**src/rtl/conv_pkg.sv**
```systemverilog
// Shared types, constants and operand validation for the sequential BCD<->binary converter.
package conv_pkg;

  localparam int unsigned DATA_W = 8;
  localparam int unsigned NIB_W  = 4;
  localparam int unsigned SR_W   = 2 * DATA_W;
  localparam int unsigned N_ITER = 8;
  localparam int unsigned CNT_W  = 3;

  typedef enum logic [1:0] {
    IDLE = 2'b00,
    CONV = 2'b01,
    DONE = 2'b10
  } state_e;

  localparam logic DIR_B2BCD = 1'b0;
  localparam logic DIR_BCD2B = 1'b1;

  localparam logic [DATA_W-1:0] MAX_BIN       = 8'd99;
  localparam logic [NIB_W-1:0]  BCD_DIGIT_MAX = 4'd9;
  localparam logic [NIB_W-1:0]  ADD_THRESH    = 4'd5;
  localparam logic [NIB_W-1:0]  SUB_THRESH    = 4'd8;
  localparam logic [NIB_W-1:0]  ADJ_VAL       = 4'd3;

  // Shift register shared by both directions: BCD digits on top, binary below.
  typedef struct packed {
    logic [DATA_W-1:0] bcd;
    logic [DATA_W-1:0] bin;
  } sr_t;

  function automatic logic operand_invalid(input logic dir, input logic [DATA_W-1:0] data);
    if (dir == DIR_B2BCD) return (data > MAX_BIN);
    return (data[7:4] > BCD_DIGIT_MAX) || (data[3:0] > BCD_DIGIT_MAX);
  endfunction

endpackage

```
**src/rtl/conv_bcd_bin_seq_if.sv**
```systemverilog
// Request/result handshake between the Pico port glue and the converter.
interface conv_bcd_bin_seq_if;
  import conv_pkg::*;

  logic              req;
  logic              dir;
  logic [DATA_W-1:0] data_in;
  logic              busy;
  logic              done;
  logic [DATA_W-1:0] data_out;
  logic              err;

  modport master (output req, dir, data_in, input busy, done, data_out, err);
  modport slave  (input req, dir, data_in, output busy, done, data_out, err);
endinterface

```
**src/rtl/bcd_nibble_adj.sv**
```systemverilog
// Per-digit correction: +3 when >=5 (double dabble) or -3 when >=8 (reverse double dabble).
module bcd_nibble_adj
  import conv_pkg::*;
(
  input  logic             mode_i,
  input  logic [NIB_W-1:0] nib_i,
  output logic [NIB_W-1:0] nib_o
);

  always_comb begin
    nib_o = nib_i;
    if (mode_i == DIR_B2BCD) begin
      if (nib_i >= ADD_THRESH) nib_o = nib_i + ADJ_VAL;
    end else begin
      if (nib_i >= SUB_THRESH) nib_o = nib_i - ADJ_VAL;
    end
  end

endmodule

```
**src/rtl/conv_bcd_bin_seq.sv**
```systemverilog
// Iterative BCD<->binary converter: one shift/adjust step per cycle, fixed 8-cycle latency.
module conv_bcd_bin_seq
  import conv_pkg::*;
(
  input  logic               clk,
  input  logic               reset_n,
  conv_bcd_bin_seq_if.slave  bus
);

  state_e            state_q, state_d;
  logic [CNT_W-1:0]  cnt_q, cnt_d;
  logic              dir_q, dir_d;
  logic              operr_q, operr_d;
  sr_t               sr_q, sr_d, sr_iter;
  logic [DATA_W-1:0] data_out_q, data_out_d;
  logic              err_q, err_d;

  logic              accept;
  logic              last_iter;
  logic [SR_W-1:0]   sr_shr;
  logic [NIB_W-1:0]  nib_hi_in, nib_lo_in, nib_hi_adj, nib_lo_adj;

  assign accept    = (state_q == IDLE) && bus.req;
  assign last_iter = (state_q == CONV) && (cnt_q == CNT_W'(N_ITER - 1));

  // State register
  always_ff @(posedge clk or negedge reset_n) begin
    if (!reset_n) state_q <= IDLE;
    else          state_q <= state_d;
  end

  // Next-state logic
  always_comb begin
    state_d = state_q;
    unique case (state_q)
      IDLE:    if (bus.req) state_d = CONV;
      CONV:    if (cnt_q == CNT_W'(N_ITER - 1)) state_d = DONE;
      DONE:    state_d = IDLE;
      default: state_d = IDLE;
    endcase
  end

  // Status outputs decoded from the state register only
  always_comb begin
    bus.busy = (state_q != IDLE);
    bus.done = (state_q == DONE);
  end

  assign bus.data_out = data_out_q;
  assign bus.err      = err_q;

  // Forward direction adjusts before the left shift; reverse adjusts after the right shift.
  assign sr_shr    = sr_q >> 1;
  assign nib_hi_in = (dir_q == DIR_BCD2B) ? sr_shr[15:12] : sr_q.bcd[7:4];
  assign nib_lo_in = (dir_q == DIR_BCD2B) ? sr_shr[11:8]  : sr_q.bcd[3:0];

  bcd_nibble_adj u_adj_hi (
    .mode_i (dir_q),
    .nib_i  (nib_hi_in),
    .nib_o  (nib_hi_adj)
  );

  bcd_nibble_adj u_adj_lo (
    .mode_i (dir_q),
    .nib_i  (nib_lo_in),
    .nib_o  (nib_lo_adj)
  );

  always_comb begin
    if (dir_q == DIR_BCD2B) sr_iter = {nib_hi_adj, nib_lo_adj, sr_shr[7:0]};
    else                    sr_iter = {nib_hi_adj, nib_lo_adj, sr_q.bin} << 1;
  end

  // Datapath next-state: capture on acceptance, iterate in CONV, publish on the last step
  always_comb begin
    cnt_d      = cnt_q;
    dir_d      = dir_q;
    operr_d    = operr_q;
    sr_d       = sr_q;
    data_out_d = data_out_q;
    err_d      = err_q;
    if (accept) begin
      dir_d   = bus.dir;
      operr_d = operand_invalid(bus.dir, bus.data_in);
      cnt_d   = '0;
      sr_d    = (bus.dir == DIR_BCD2B) ? {bus.data_in, DATA_W'(0)} : {DATA_W'(0), bus.data_in};
    end else if (state_q == CONV) begin
      sr_d  = sr_iter;
      cnt_d = cnt_q + CNT_W'(1);
      if (last_iter) begin
        cnt_d      = '0;
        err_d      = operr_q;
        data_out_d = operr_q ? DATA_W'(0)
                   : ((dir_q == DIR_BCD2B) ? sr_iter.bin : sr_iter.bcd);
      end
    end
  end

  always_ff @(posedge clk or negedge reset_n) begin
    if (!reset_n) begin
      cnt_q      <= '0;
      dir_q      <= DIR_B2BCD;
      operr_q    <= 1'b0;
      sr_q       <= '0;
      data_out_q <= '0;
      err_q      <= 1'b0;
    end else begin
      cnt_q      <= cnt_d;
      dir_q      <= dir_d;
      operr_q    <= operr_d;
      sr_q       <= sr_d;
      data_out_q <= data_out_d;
      err_q      <= err_d;
    end
  end

endmodule

```
**src/flat_wrapper.sv**
```systemverilog
// flat-port wrapper written by rule: the top's interface ports become plain ports
module conv_bcd_bin_seq_flat import conv_pkg::*;
  (clk, reset_n, bus_req, bus_dir, bus_data_in, bus_busy, bus_done, bus_data_out, bus_err);
  conv_bcd_bin_seq_if bus_i ();
  input  logic clk;
  input  logic reset_n;
  input wire logic [$bits(bus_i.req)-1:0] bus_req;
  input wire logic [$bits(bus_i.dir)-1:0] bus_dir;
  input wire logic [$bits(bus_i.data_in)-1:0] bus_data_in;
  output wire logic [$bits(bus_i.busy)-1:0] bus_busy;
  output wire logic [$bits(bus_i.done)-1:0] bus_done;
  output wire logic [$bits(bus_i.data_out)-1:0] bus_data_out;
  output wire logic [$bits(bus_i.err)-1:0] bus_err;
  assign bus_i.req = bus_req;
  assign bus_i.dir = bus_dir;
  assign bus_i.data_in = bus_data_in;
  assign bus_busy = bus_i.busy;
  assign bus_done = bus_i.done;
  assign bus_data_out = bus_i.data_out;
  assign bus_err = bus_i.err;
  conv_bcd_bin_seq u_core (.clk(clk), .reset_n(reset_n), .bus(bus_i));
endmodule
```
**config.mk**
```make
export PLATFORM = sky130hd
export DESIGN_NAME = conv_bcd_bin_seq_flat
export DESIGN_NICKNAME = d
export VERILOG_FILES = /design/src/rtl/conv_pkg.sv /design/src/rtl/conv_bcd_bin_seq_if.sv /design/src/rtl/bcd_nibble_adj.sv /design/src/rtl/conv_bcd_bin_seq.sv /design/src/flat_wrapper.sv
export SDC_FILE = /design/constraint.sdc
export NUM_CORES = 1
export LEC_CHECK = 0
export ABC_AREA = 1
export CAP_MARGIN = 10
export CORE_UTILIZATION = 56
export CTS_CLUSTER_DIAMETER = 40
export DETAILED_ROUTE_END_ITERATION = 10
export DONT_BUFFER_PORTS = 1
export GPL_TIMING_DRIVEN = 0
export MAX_ROUTING_LAYER = met4
export PLACE_DENSITY = 0.82
export SLEW_MARGIN = 20
export SYNTH_ARGS = -nofsm -noshare
export SYNTH_HDL_FRONTEND = slang
export SYNTH_HIERARCHICAL = 1
export SYNTH_SLANG_ARGS = --single-unit
```
**constraint.sdc**
```tcl
create_clock -name clk -period 2 [get_ports clk]
set_input_delay 0.2 -clock clk [delete_from_list [all_inputs] [get_ports clk]]
set_output_delay 0.2 -clock clk [all_outputs]
set_load 0.05 [all_outputs]
```
==> results.ini <==
[sta]
hold_violations=0
finalSetupViolations=0
fin_skew_ps=3.92
fmax_mhz=520
worst_pin_slew_ps=885
tns_ps=0
period_needed_ps=1920
worst_slack_ps=76.2
fin_hold_ws_ps=132
fin_crit_sh_pct=96.2
slew_headroom_pct=40.8
rsz0062_at_grt=yes
slew_violations=0

[clocking]
cts_tree=built
htreeDepth=2
clk_path_buf_depth=2
clkTransAtPathRegs_ps=70
clock-sinks=32
clock_latency_ps=280
cts_made_buffers=5
clockRootBuffer=clkbuf_8

[yosys]
synth_flop_cell=dfrtp_1
ys_types=26
synth.avg_cell_area_sq_um=6.87
synth_largest_area_cell=dfrtp_1
synth.yosys.warnings=6
syn_area_sq_um=2340
yosysTopAreaCellShare_pct=34.2
synthCells=341
ys_seq_elements=32
synth.yosys.seq_area_share_pct=34.2
async_flop_share_pct=100
synthTopCellsByArea=dfrtp_1 34%, nand2_1 24%, nand3_1 5.1%
syn_nets=361
synth_edf_count=0

[cells_and_area]
drive_gt1_share_pct=29.7
diodes=0
multi_input_area_sq_um=1540
nFillCells=299
fin_nets=386
regArea_sq_um=802
syn2layout_area_growth_pct=24.1

[floorplanning]
die_h_um=66.7
start_util_pct=58.6
io_pins=23
design.die.area_sq_um=4450
core-area_sq_um=4000
die_w_um=66.7
num_rows=23

[worst_hold_path]
hold_end=u_core/sr_q[1]$_DFFE_PN0P_
hold_depth=2
hp-class=input pin to flop
hold_start=bus_data_in[1]

[setup_path]
path_cells=clkinv_4 > buf_8 > nand2_2 > nand2_4 > inv_4 > buf_4 > o21ai_0 > nand3_1 > nand2_2 > nand2_1 > nand2_1 > nand2_1 > o21ai_1 > nand2_1 > nand2_1
crit_path_end_kind=flop
crit_type=flop to flop
cpMostUsedCell=nand2_1
rr_worst_depth=15
regToRegStartpoint=u_core/dir_q$_DFFE_PN0P_
worst-path-buf-inv=4
reg2reg_slack_ps=80
r2r_end=u_core/sr_q[12]$_DFFE_PN0P_
critPathLaunchType=flop
cp_slowest_cell=dfrtp_2
cp_top_family=simple AND/OR/NAND/NOR gates
cp_max_fo=6
critical_path_arrival_ps=2140
max_stage_delay_ps=460
critPathRequiredTime_ps=2220

[grt]
top_usage_layer=met2
met1_usage_pct=37.2
grt_max_degree=33
grt_pass1_vias=2025
grt_pass1_wl_um=9060
use_met3_pct=7.36
antenna_found_initial=0
overflow=0
grt_use_total_pct=27.7
grtUsageMet2_pct=42.3

[pwr]
p_leak_nw=1.47
ir_drop_v=0.000884
power_w=0.00511
pwr_density_cell_nw_per_um2=1760

[placed_design]
dp_hpwl_um=3890
io_buffers=0
dp_slack_ps=-337
place_congestion=0.952

[detailed_routing]
antenna_left=0
vias=2312
routed_via_density=5.54
first_iter_violations=209
first_pass_iters=5
routed_wl_um=6040
drc_errors=0
wire_per_inst_um=14.5

[outcome]
status=complete, no violations

[run]
maxCapViolCount=0

[synthesized netlist by cell type, types with 4 or more instances]
cell type / count
a21oi_1: 7
nand2_2: 4
inv_1: 23
buf_2: 4
nand2_1: 150
o21ai_2: 8
dfrtp_1: 32
inv_2: 7
nor2_1: 10
and2_1: 5
buf_6: 6
nand3_2: 4
o21ai_1: 8
o21ai_0: 23
nand3_1: 24
ha_1: 8
[sequential cells by signal, indices dropped and copies added, names as in the netlist]
name                 flops
u_core/bus.data_out      8
u_core/bus.err           1
u_core/cnt_q             3
u_core/dir_q             1
u_core/operr_q           1
u_core/sr_q             16
u_core/state_q           2
[timing repair]
| action | in CTS | in global routing |
|---|---|---|
| gates resized for setup | 16 | 66 |
| pin swaps | 5 | 24 |
| setup endpoints to repair | 15 | 13 |
| buffers inserted | 8 | 8 |
| gates cloned | 1 | 0 |
| hold buffers | 2 | 0 |
| endpoints found under the hold margin | 32 | 0 |
[metrics by stage]
step	cells	instance area [sq um]	util [%]
finish	417	2910	72.7
global route	417	2910	72.7
floorplan	341	2360	-
global placement	391	2420	60.6
detailed placement	391	2420	60.6
CTS	409	2630	65.8
[placed cells by master, fill, tap and decap left out, types with 4 or more instances in the layout]
| cell type | n |
|---|---|
| nand3_2 | 5 |
| nand2_2 | 13 |
| nand2_1 | 132 |
| nor2_2 | 4 |
| o21ai_0 | 7 |
| inv_4 | 6 |
| ha_4 | 5 |
| buf_6 | 7 |
| a21oi_1 | 7 |
| nand2_4 | 10 |
| buf_4 | 17 |
| inv_1 | 17 |
| nor2_1 | 8 |
| inv_2 | 8 |
| clkbuf_8 | 7 |
| o21ai_2 | 13 |
| o21ai_1 | 17 |
| dfrtp_1 | 31 |
| and2_1 | 5 |
| nand3_1 | 23 |
[power by group]
group	total (W)	internal (W)	switching (W)
Combinational	0.00323	0.00125	0.00198
Clock	0.000543	0.000314	0.000229
Sequential	0.00133	0.000908	0.000422
[logic make-up (layout without fill, tap and decap cells)]
family	Yosys count	after routing	synth area share (%)
fa+ha+maj	8	8	4.27
compound gates	52	52	13.0
simple gates	206	206	39.1
buf+inv	43	69	9.40
flops	32	32	34.2
[cell type report]
type	count	share of cell area, %
clock buffer	8	3.44
sequential	32	27.6
timing repair buffer	19	5.42
multi-input combinational	266	53.0
tap	50	2.15
inverter	32	4.82
buffer	10	3.57
[layer usage]
metal,part of all wire (%),wire length [um],vias to the layer above
met3,9.1,547,6
met5,0,0,-
met2,47,2820,117
met1,43,2620,1053
met4,0.88,53,0
li1,-,-,1136
[how the worst max path moves through the flow]
stage / slack [ps] / startpoint / endpoint / cells after the start
floorplan: 30 / u_core/dir_q$_DFFE_PN0P_ / u_core/sr_q[14]$_DFFE_PN0P_ / 18
global placement: -310 / u_core/dir_q$_DFFE_PN0P_ / u_core/sr_q[14]$_DFFE_PN0P_ / 18
detailed placement: -340 / u_core/dir_q$_DFFE_PN0P_ / u_core/sr_q[14]$_DFFE_PN0P_ / 18
CTS: 30 / u_core/dir_q$_DFFE_PN0P_ / u_core/sr_q[14]$_DFFE_PN0P_ / 18
global route: -30 / u_core/dir_q$_DFFE_PN0P_ / u_core/sr_q[11]$_DFFE_PN0P_ / 14
finish: 80 / u_core/dir_q$_DFFE_PN0P_ / u_core/sr_q[12]$_DFFE_PN0P_ / 15
(Power assumes the default switching activity.)
